<file path="src/rtl/cla_pipe_adder.sv">
// Pipelined carry-lookahead adder. Operands are split into 4-bit lookahead groups, and GROUPS_PER_STAGE groups are resolved in each stage.
// Latency: STAGES cycles, where STAGES = ceil((WIDTH/4)/GROUPS_PER_STAGE). Throughput is one result per cycle.
// Backpressure: all stages advance together when !out_valid | out_ready, and in_ready follows that advance.
// Optional subtract port under `CLA_PIPE_SUB_EN (s = a - b, cout = not borrow).
module cla_pipe_adder #(
  parameter int WIDTH            = 16,
  parameter int GROUPS_PER_STAGE = 1
) (
  input  logic             clk,
  input  logic             rst_n,
  input  logic             in_valid,
  output logic             in_ready,
  input  logic [WIDTH-1:0] a,
  input  logic [WIDTH-1:0] b,
  input  logic             cin,
`ifdef CLA_PIPE_SUB_EN
  input  logic             sub,
`endif
  output logic             out_valid,
  input  logic             out_ready,
  output logic [WIDTH-1:0] s,
  output logic             cout,
  output logic             ovf
);

  localparam int NG     = WIDTH / 4;
  localparam int GPS    = GROUPS_PER_STAGE;
  localparam int STAGES = (NG + GPS - 1) / GPS;

  logic adv;
  logic sub_eff;

`ifdef CLA_PIPE_SUB_EN
  assign sub_eff = sub;
`else
  assign sub_eff = 1'b0;
`endif

  // The whole pipe moves in lockstep; the inter-stage bubbles are not squeezed out.
  assign adv      = !out_valid | out_ready;
  assign in_ready = adv;

  // Computes the 4-bit lookahead carries. Bits [3:0] are the per-bit carry-ins, and bit 4 is the group carry-out.
  function automatic logic [4:0] cla4(input logic [3:0] x, input logic [3:0] y, input logic ci);
    logic [3:0] g;
    logic [3:0] p;
    logic       gg;
    logic       pp;
    g     = x & y;
    p     = x ^ y;
    gg    = g[3] | (p[3] & g[2]) | (p[3] & p[2] & g[1]) | (p[3] & p[2] & p[1] & g[0]);
    pp    = &p;
    cla4[0] = ci;
    cla4[1] = g[0] | (p[0] & ci);
    cla4[2] = g[1] | (p[1] & g[0]) | (p[1] & p[0] & ci);
    cla4[3] = g[2] | (p[2] & g[1]) | (p[2] & p[1] & g[0]) | (p[2] & p[1] & p[0] & ci);
    cla4[4] = gg | (pp & ci);
  endfunction

  for (genvar k = 0; k < STAGES; k++) begin : stg
    localparam int LO = k * GPS;
    localparam int HI = ((k + 1) * GPS > NG) ? NG : (k + 1) * GPS;

    logic [WIDTH-1:0] a_i;
    logic [WIDTH-1:0] b_i;
    logic [WIDTH-1:0] s_i;
    logic             c_i;
    logic             v_i;
    logic [WIDTH-1:0] s_nx;
    logic             c_nx;
    logic             cm_nx;
    logic             vld_q;
    logic [WIDTH-1:0] s_q;
    logic             c_q;

    if (k == 0) begin : g_src
      // When subtracting, the inverted B and the forced carry-in are folded in at this point. After that, the stored operand already encodes sub.
      assign a_i = a;
      assign b_i = sub_eff ? ~b : b;
      assign c_i = sub_eff ? 1'b1 : cin;
      assign s_i = '0;
      assign v_i = in_valid;
    end else begin : g_pipe
      assign a_i = stg[k-1].g_fwd.a_q;
      assign b_i = stg[k-1].g_fwd.b_q;
      assign c_i = stg[k-1].c_q;
      assign s_i = stg[k-1].s_q;
      assign v_i = stg[k-1].vld_q;
    end

    // Resolves this stage's groups. The group carry is chained through the lookahead G/P terms.
    always_comb begin
      logic [4:0] cv;
      logic       cc;
      cv    = '0;
      cc    = c_i;
      s_nx  = s_i;
      cm_nx = 1'b0;
      for (int gi = LO; gi < HI; gi++) begin
        cv                = cla4(a_i[gi*4 +: 4], b_i[gi*4 +: 4], cc);
        s_nx[gi*4 +: 4]   = a_i[gi*4 +: 4] ^ b_i[gi*4 +: 4] ^ cv[3:0];
        cm_nx             = cv[3];
        cc                = cv[4];
      end
      c_nx = cc;
    end

    // Stage register for valid, partial sum and carry. It holds while the pipe is stalled.
    always_ff @(posedge clk or negedge rst_n) begin
      if (!rst_n) begin
        vld_q <= 1'b0;
        s_q   <= '0;
        c_q   <= 1'b0;
      end else if (adv) begin
        vld_q <= v_i;
        s_q   <= s_nx;
        c_q   <= c_nx;
      end
    end

    if (k < STAGES - 1) begin : g_fwd
      logic [WIDTH-1:0] a_q;
      logic [WIDTH-1:0] b_q;
      // Forwards the operands for the groups that later stages still have to resolve.
      always_ff @(posedge clk or negedge rst_n) begin
        if (!rst_n) begin
          a_q <= '0;
          b_q <= '0;
        end else if (adv) begin
          a_q <= a_i;
          b_q <= b_i;
        end
      end
    end

    if (k == STAGES - 1) begin : g_last
      logic ovf_q;
      // Signed overflow: the carry into the MSB differs from the carry out of the MSB.
      always_ff @(posedge clk or negedge rst_n) begin
        if (!rst_n) begin
          ovf_q <= 1'b0;
        end else if (adv) begin
          ovf_q <= cm_nx ^ c_nx;
        end
      end
    end
  end

  assign out_valid = stg[STAGES-1].vld_q;
  assign s         = stg[STAGES-1].s_q;
  assign cout      = stg[STAGES-1].c_q;
  assign ovf       = stg[STAGES-1].g_last.ovf_q;

endmodule

</file>
<file path="config.mk">
export PLATFORM = sky130hd
export DESIGN_NAME = cla_pipe_adder
export DESIGN_NICKNAME = d
export VERILOG_FILES = /design/src/rtl/cla_pipe_adder.sv
export SDC_FILE = /design/constraint.sdc
export NUM_CORES = 1
export LEC_CHECK = 0
export ABC_AREA = 1
export CAP_MARGIN = 20
export CORE_UTILIZATION = 33
export CTS_CLUSTER_DIAMETER = 40
export DETAILED_ROUTE_END_ITERATION = 12
export HOLD_SLACK_MARGIN = 0.05
export SKIP_CTS_REPAIR_TIMING = 1
export SYNTH_ARGS = -nofsm -noshare
export SYNTH_HDL_FRONTEND = slang
export SYNTH_SLANG_ARGS = --single-unit
export TNS_END_PERCENT = 50
</file>
<file path="constraint.sdc">
create_clock -name clk -period 1.59 [get_ports clk]
set_input_delay 0.318 -clock clk [delete_from_list [all_inputs] [get_ports clk]]
set_output_delay 0.318 -clock clk [all_outputs]
set_load 0.05 [all_outputs]
</file>
* Word-level counts from Yosys, hierarchy flattened *
Cells that the tools add are included.
W data, S select, Z words.

storage, ports and cells
  bits in registers = 145
  output and inout bits = 20
  logic and storage cells = 138
  input port bits = 37

operators by class
  bitwise operators = 114
  reduce and logical (&&, ||, !) cells = 5

operators by type and width
  cell               number
  $and A1 B1 Y1      60
  $or A1 B1 Y1       41
  $xor A4 B4 Y4      8
  $and A4 B4 Y4      4
  $reduce_and A4 Y1  4
  $logic_not A1 Y1   1
  $xor A1 B1 Y1      1

* Longest topological paths before layout *
Gate-level depths: netlist of the first run.

  word-level depth = 7
  gate-level depth with buffers = 8
  mapped depth without buffers = 8

* Least setup slack after synthesis of the first run *
No wires, ideal clock.

  path kind = register to output
  start point = reg stg[3].vld_q (netlist: out_valid)
  end point = out in_ready
  slack = 0.087 ns
  path buffers = 1
  arrival = 1.185 ns
  required time = 1.272 ns
  stages on the path, launching flop included = 5
  cell sequence = dfrtp_1 > inv_1 > nor2_4 > inv_2 > buf_2

on the way
  word-level cells in the longest chain between the ends = 2

ends and longest elaborated chain
  what                    RTL line  source
  start, declared         72        logic vld_q;
  start signal, assigned  115       vld_q <= v_i;
  $logic_not A1 Y1        40        assign adv = !out_valid | out_ready;
  $or A1 B1 Y1            40
  end, declared           12        output logic in_ready,

Every way passes these cells.

* Worst setup path in the final report of the first run *
  start point = in out_ready
  end point = out in_ready

on the way
  word-level cells in the longest chain between the ends = 1

ends and longest elaborated chain
  what             RTL line  source
  start, declared  20        input logic out_ready,
  $or A1 B1 Y1     40

Every way passes these cells.

==> results of run 1 <==
==> metal layers <==
metal	up-vias	GRT usage	wire length, um
met1	1616	0.1694	4132
met3	14	0.03731	395
met5	-	0	0
met2	70	0.2397	4354
met4	0	0.04647	141
li1	1751	-	-
==> stage by stage <==
| step | setup TNS (ns) | power (mW) |
|---|---|---|
| 2_1_floorplan | 0 | 7.468 |
| 4_1_cts | 0 | 11.57 |
| 3_3_place_gp | -0.2170 | 9.383 |
| 6_report | 0 | 11.43 |
| 3_5_place_dp | -0.4750 | 9.520 |
| 5_1_grt | 0 | 12.34 |
==> state kept, by name, indices dropped and copies added, names as in the netlist <==
name and count:
ovf 1, stg.g_fwd.b_q 24, s 16, stg.s_q 24
stg.c_q 3, stg.g_fwd.a_q 24, cout 1, stg.vld_q 3
out_valid 1
==> layout by cell type (no fill, tap or decap), types with 2 or more instances in the layout <==
| cell | netlist | final |
|---|---|---|
| sky130_fd_sc_hd__clkbuf_1 | 1 | 2 |
| sky130_fd_sc_hd__clkinv_4 | 0 | 3 |
| sky130_fd_sc_hd__dfrtp_1 | 97 | 97 |
| sky130_fd_sc_hd__ha_1 | 16 | 15 |
| sky130_fd_sc_hd__buf_12 | 0 | 24 |
| sky130_fd_sc_hd__xor2_1 | 4 | 4 |
| sky130_fd_sc_hd__a21oi_1 | 8 | 8 |
| sky130_fd_sc_hd__buf_4 | 7 | 14 |
| sky130_fd_sc_hd__nor2_1 | 8 | 8 |
| sky130_fd_sc_hd__clkbuf_16 | 0 | 9 |
| sky130_fd_sc_hd__nand2_1 | 255 | 255 |
| sky130_fd_sc_hd__or2_1 | 4 | 4 |
| sky130_fd_sc_hd__nand3b_1 | 3 | 3 |
| sky130_fd_sc_hd__clkdlybuf4s50_1 | 0 | 35 |
| sky130_fd_sc_hd__nand4_1 | 6 | 6 |
| sky130_fd_sc_hd__o21ai_0 | 25 | 25 |
| sky130_fd_sc_hd__fa_1 | 4 | 4 |
| sky130_fd_sc_hd__o21ai_1 | 10 | 10 |
| sky130_fd_sc_hd__nand3_1 | 20 | 20 |
| sky130_fd_sc_hd__inv_1 | 38 | 38 |
==> cells by family after synthesis <==
logic type,Yosys count,synth area share
buffers and inverters,59,0.05957
AO/OA/AOI/OAI,44,0.05021
XOR/XNOR,4,0.007942
adder cells (fa/ha/maj),20,0.06355
AND/OR/NAND/NOR,297,0.2684
flip-flops,97,0.5504
==> how the worst min path moves through the flow <==
stage	to	cells past startpoint	startpoint
2_1_floorplan	cout	0	rst_n
3_3_place_gp	s[9]	1	rst_n
3_5_place_dp	s[10]	1	rst_n
4_1_cts	stg[2].s_q[4]	1	rst_n
5_1_grt	stg[2].s_q[4]	2	rst_n
6_report	s[10]	2	rst_n
==> where the power goes <==
group	switching [mW]	total (mW)	leakage, nW	internal (mW)
logic	3.00	5.21	1.63	2.22
registers	0.690	4.23	1.18	3.54
clock network	0.921	1.99	0.134	1.07
==> final cells by class <==
| class | count | area share |
|---|---|---|
| flip-flops and latches | 97 | 0.4236 |
| multi-input cells | 365 | 0.3007 |
| repair buffers | 74 | 0.1651 |
| clock buffers | 11 | 0.04061 |
| well taps | 172 | 0.03755 |
| inverters | 39 | 0.02555 |
| clock inverters | 5 | 0.006987 |
==> reports/summary.md, run 1 <==
### Finish
• **multi-input combinational cell area** 0.001723 mm^2
• **post-route cell area** 0.005731 mm^2
• **combined flip-flop and latch cell area** 0.002427 mm^2
• **fillers** 1306
• **final cell count without fillers** 763
• **utilization after layout** 0.4468
• **fraction of final layout cells sized beyond drive strength 1** 0.09306
• **Antenna Diode Count** 0
• **number of nets in the layout** 643
• **synthesis-to-layout area growth** 29.93%

### STA
• **maximum clock rate** 652.3 MHz
• **number of hold violations in the final report** 0
• **final setup margin** 0.05706 ns
• **Setup Skew** 0.005635 ns
• **count of final max-slew check failures** 0
• **final setup violation count** 0
• **headroom to the max-slew limit** 0.7322
• **Tcrit/Tclk final** 0.9641
• **RSZ-0062 raised after global routing** false
• **crit path time final** 1.533 ns
• **hold slack** 0.4535 ns
• **measured slew at the worst slew-check pin** 0.4017 ns

### Setup path
• **largest incremental delay on the critical path** 0.50 ns
• **register-to-register path setup slack** 0.11 ns
• **Critical Path End** in_ready
• **critical path capture point type** output port
• **Top Family by Delay on Critical Path** buffers and inverters
• **reg-to-reg endpoint** stg[1].s_q[7]
• **worst-path cell with the longest stage delay** sky130_fd_sc_hd__clkdlybuf4s50_1
• **Critical Path, Cell by Cell** clkdlybuf4s50_1 -> nor2_4 -> inv_2 -> buf_4
• **critical path class** in2out
• **total buffers and inverters traversed by the critical path** 3
• **CP Data Arrival Time** 1.21 ns
• **launch instance of the worst register-to-register path** stg[0].g_fwd.a_q[5]
• **Required @ worst endpoint** 1.27 ns
• **crit path launch type** primary input
• **depth of the worst register-to-register path** 7
• **start point of the critical path** out_ready
• **logic depth of the worst path, buffers included** 4
• **largest driver fanout on the critical path** 4

### Power
• **Max VDD drop** 0.6141 mV
• **LEAKAGE** 2.942 nW
• **power density relative to cell area** 1995 mW/mm^2

### Synth
• **number of flops mapped to enable cells by yosys** 0
• **async set-reset flop share out of synthesis** 1.000
• **ys flop type** sky130_fd_sc_hd__dfrtp_1
• **share of Yosys cell area claimed by the top area cell type** 0.5504
• **synthesized area** 0.004410 mm^2
• **register area share after synthesis** 0.5504
• **dominant cell by count in the synthesized netlist** sky130_fd_sc_hd__nand2_1
• **#FFs+latches synth** 97
• **list of most frequent post-synthesis cells** sky130_fd_sc_hd__nand2_1, sky130_fd_sc_hd__dfrtp_1, sky130_fd_sc_hd__inv_1
• **cell type contributing the most total cell area after synthesis** sky130_fd_sc_hd__dfrtp_1
• **Syn Nets** 578
• **Cells after Synth** 521
• **synthesized area per cell** 8.465 um^2
• **post-synth cell types** 20
• **leading post-synthesis cells by cell area** sky130_fd_sc_hd__dfrtp_1, sky130_fd_sc_hd__nand2_1, sky130_fd_sc_hd__ha_1
• **number of warning messages in the yosys log** 0

### Detailed routing
• **average wire length per cell after detail routing** 11.83 um
• **detailed router's first-iteration violation count** 239
• **ANT nets after route** 0
• **Via-to-Cell Ratio** 4.523
• **DR vias** 3451
• **first-pass iteration count of the detailed router** 4
• **final routed DRC violation total** 0
• **total wirelength of the detailed-routed design** 9.023 mm

### CTS
• **clock-pin slew reported for the worst setup and hold paths after clock tree synthesis** 0.06 ns
• **clock tree from TritonCTS** yes
• **buffers from clock root to sink, at most** 2
• **TritonCTS sink count** 97
• **clock root buffer master** sky130_fd_sc_hd__clkbuf_16
• **source-to-sink clock delay at the later pin of the worst-skew pair** 0.34 ns
• **CTS H-Tree Depth** 3
• **CTS buffer count** 9

### Placement
• **GP Congestion** 0.8247
• **DP HPWL** 6.354 mm
• **placed instance area** 0.005445 mm^2
• **total placed cells including tap cells** 746
• **post-placement worst setup slack** -0.1663 ns
• **number of input and output port buffers inserted** 56

### Global route
• **overall track demand over capacity in global routing** 0.1398
• **wire length of the first global-routing pass** 15.84 mm
• **via count of the first global-routing pass** 3484
• **global-route congestion overflow total** 0
• **pin count of the biggest net entering global routing** 47
• **number of antenna violations at the first check in global routing** 0

### Run status
• **run status** complete, no violations

### Min path
• **worst hold path class** in2async

### Floorplan
• **Core ar.** 0.01282 mm^2
• **chip height** 117.6 um
• **Row Count** 41
• **effective utilization at floorplan** 0.3439
• **die area** 0.01383 mm^2
• **Die Wd** 117.6 um
• **number of placed I/O pins** 57

### Job
• **Max Cap Violations** 0

Note: power is estimated with default switching activity, not from simulation.
==> run 2, diff against run 1 <==
--- a/config.mk
+++ b/config.mk
@@ -11,8 +11,9 @@
 export CTS_CLUSTER_DIAMETER = 40
 export DETAILED_ROUTE_END_ITERATION = 12
 export HOLD_SLACK_MARGIN = 0.05
+export PLACE_DENSITY = 0.54
 export SKIP_CTS_REPAIR_TIMING = 1
 export SYNTH_ARGS = -nofsm -noshare
 export SYNTH_HDL_FRONTEND = slang
 export SYNTH_SLANG_ARGS = --single-unit
-export TNS_END_PERCENT = 50
+export TNS_END_PERCENT = 30
==> run 2 against run 1 <==
Against the previous run: die area is the same; worst setup slack lost 0.0087 ns; critical path depth is the same; combinational power grew 1%; critical path type unchanged; largest cell class unchanged.
==> reports/summary.md, run 2 (synthesis results as in run 1) <==
### CTS
• **CTS H-Tree Depth** 3, unchanged
• **clock tree from TritonCTS** yes
• **TritonCTS sink count** 97, unchanged
• **CTS buffer count** 9, unchanged
• **clock-pin slew reported for the worst setup and hold paths after clock tree synthesis** 0.06 ns, about the same
• **source-to-sink clock delay at the later pin of the worst-skew pair** 0.34 ns, about the same
• **buffers from clock root to sink, at most** 2, unchanged
• **clock root buffer master** sky130_fd_sc_hd__clkbuf_16

### Setup path
• **critical path capture point type** output port
• **Required @ worst endpoint** 1.27 ns, about the same
• **CP Data Arrival Time** 1.22 ns, about the same
• **critical path class** in2out
• **depth of the worst register-to-register path** 7, unchanged
• **largest driver fanout on the critical path** 7, +3
• **crit path launch type** primary input

### Detailed routing
• **total wirelength of the detailed-routed design** 9.369 mm, +3.8%
• **average wire length per cell after detail routing** 12.17 um, +2.9%
• **Via-to-Cell Ratio** 4.491, -0.71%
• **DR vias** 3458, +0.20%
• **final routed DRC violation total** 0, unchanged
• **detailed router's first-iteration violation count** 176, -26%
• **first-pass iteration count of the detailed router** 4, unchanged
• **ANT nets after route** 0, unchanged

### Floorplan
• **chip height** 117.6 um, unchanged
• **effective utilization at floorplan** 0.3439, unchanged
• **number of placed I/O pins** 57, unchanged
• **Core ar.** 0.01282 mm^2, unchanged
• **die area** 0.01383 mm^2, unchanged
• **Row Count** 41, unchanged
• **Die Wd** 117.6 um, unchanged

### Placement
• **DP HPWL** 6.792 mm, +6.9%
• **number of input and output port buffers inserted** 56, unchanged
• **post-placement worst setup slack** -0.1671 ns, -0.0007640 ns
• **placed instance area** 0.005473 mm^2, +0.51%
• **total placed cells including tap cells** 753, +0.94%
• **GP Congestion** 0.8358, +1.3%

### STA
• **number of hold violations in the final report** 0, unchanged
• **maximum clock rate** 648.7 MHz, -0.56%
• **Setup Skew** 0.006745 ns, +0.001110 ns
• **Tcrit/Tclk final** 0.9696, +0.005457
• **crit path time final** 1.542 ns, +0.008677 ns
• **RSZ-0062 raised after global routing** false
• **hold slack** 0.4673 ns, +0.01377 ns
• **count of final max-slew check failures** 0, unchanged
• **final setup margin** 0.04838 ns, -0.008677 ns
• **measured slew at the worst slew-check pin** 0.4647 ns, +0.06297 ns
• **final setup violation count** 0, unchanged
• **headroom to the max-slew limit** 0.6902, -0.04198

### Power
• **PnR Total Power** 11.61 mW, +1.5%
• **fraction of power consumed by combinational cells** 0.453, -0.003
• **Max VDD drop** 0.7380 mV, +20%
• **LEAKAGE** 2.977 nW, +1.2%
• **power density relative to cell area** 2005 mW/mm^2, +0.48%
• **Switching Power** 4.626 mW, +0.42%
• **share of total power in the clock network** 0.182, +0.008
• **share of total power in sequential cells** 0.365, -0.005
• **switching portion of total power** 0.3985, -0.004415
• **cell internal power dissipation** 6.983 mW, +2.3%

### Finish
• **fillers** 1290, -1.2%
• **Antenna Diode Count** 0, unchanged
• **final cell count without fillers** 770, +0.92%
• **commonest cells after routing, fill and taps aside** sky130_fd_sc_hd__nand2_1, sky130_fd_sc_hd__dfrtp_1, sky130_fd_sc_hd__inv_1
• **synthesis-to-layout area growth** 31.29%
• **most frequent standard cell in the layout excluding fill and tap cells** sky130_fd_sc_hd__nand2_1
• **fraction of final layout cells sized beyond drive strength 1** 0.1087, +0.01563
• **post-route cell area** 0.005791 mm^2, +1.0%
• **Top Registers** stg.g_fwd.a_q (24), stg.g_fwd.b_q (24), stg.s_q (24)
• **number of nets in the layout** 650, +1.1%

### Global route
• **overall track demand over capacity in global routing** 0.1505, +0.01065
• **pin count of the biggest net entering global routing** 34, -28%
• **global-route congestion overflow total** 0, unchanged
• **number of antenna violations at the first check in global routing** 0, unchanged
• **via count of the first global-routing pass** 3604, +3.4%
• **wire length of the first global-routing pass** 16.75 mm, +5.8%

### Run status
• **run status** complete, no violations

### Job
• **Max Cap Violations** 0, unchanged

### Min path
• **worst hold path class** in2async

-- run 2: cell count changes in the layout (fill, tap and decap cells not counted), sizes merged --
cell	change
clkbuf	-1
bufinv	+1
buf	+7
clkinv	+1
inv	-1
-- run 2: stage by stage --
step,utilization,setup TNS (ns)
after global routing,0.4515,0
after global placement,0.4267,-0.4680
final,0.4515,0
after floorplan,-,0
after detailed placement,0.4267,-0.7515
after CTS,0.4492,-0.04253
-- run 2: cell type report --
type	instances	area, um^2	share of cell area
multi-input cells	365	1738	0.3001
flip-flops and latches	97	2427	0.4192
repair buffers	81	973.4	0.1681
clock buffers	10	229.0	0.03954
inverters	39	148.9	0.02571
well taps	172	215.2	0.03717
clock inverters	6	58.81	0.01016
-- run 2: power groups by stage --
stage	combinational [mW]	sequential [mW]	clock [mW]
detailed placement	5.27	4.26	0
CTS	5.30	4.24	2.18
global placement	5.16	4.25	0
finish	5.26	4.24	2.11
floorplan	2.63	4.84	0
global route	5.97	4.37	2.28
-- run 2: worst paths after layout --
check | to | slack, ns | startpoint
max in group asynchronous | stg[0].g_fwd.a_q[5] | 0.51 | rst_n
max reg2reg | stg[2].s_q[11] | 0.17 | stg[1].g_fwd.a_q[9]
min reg2reg | s[9] | 0.47 | stg[2].s_q[9]
max | in_ready | 0.05 | out_ready
min in group clk | s[9] | 0.47 | stg[2].s_q[9]
min | stg[0].g_fwd.b_q[11] | 0.47 | rst_n
-- run 2: worst max-delay path, cell delays in order --
cell and delay, ns:
sky130_fd_sc_hd__clkdlybuf4s50_1 0.51, sky130_fd_sc_hd__nor2_4 0.06, sky130_fd_sc_hd__inv_4 0.12, sky130_fd_sc_hd__buf_4 0.22
-- run 2: layer usage --
layer	GRT usage	vias up	share of wire
met2	0.2529	62	0.48
met5	0	-	0
li1	-	1761	-
met3	0.04603	19	0.043
met4	0.05689	0	0.025
met1	0.1800	1616	0.45
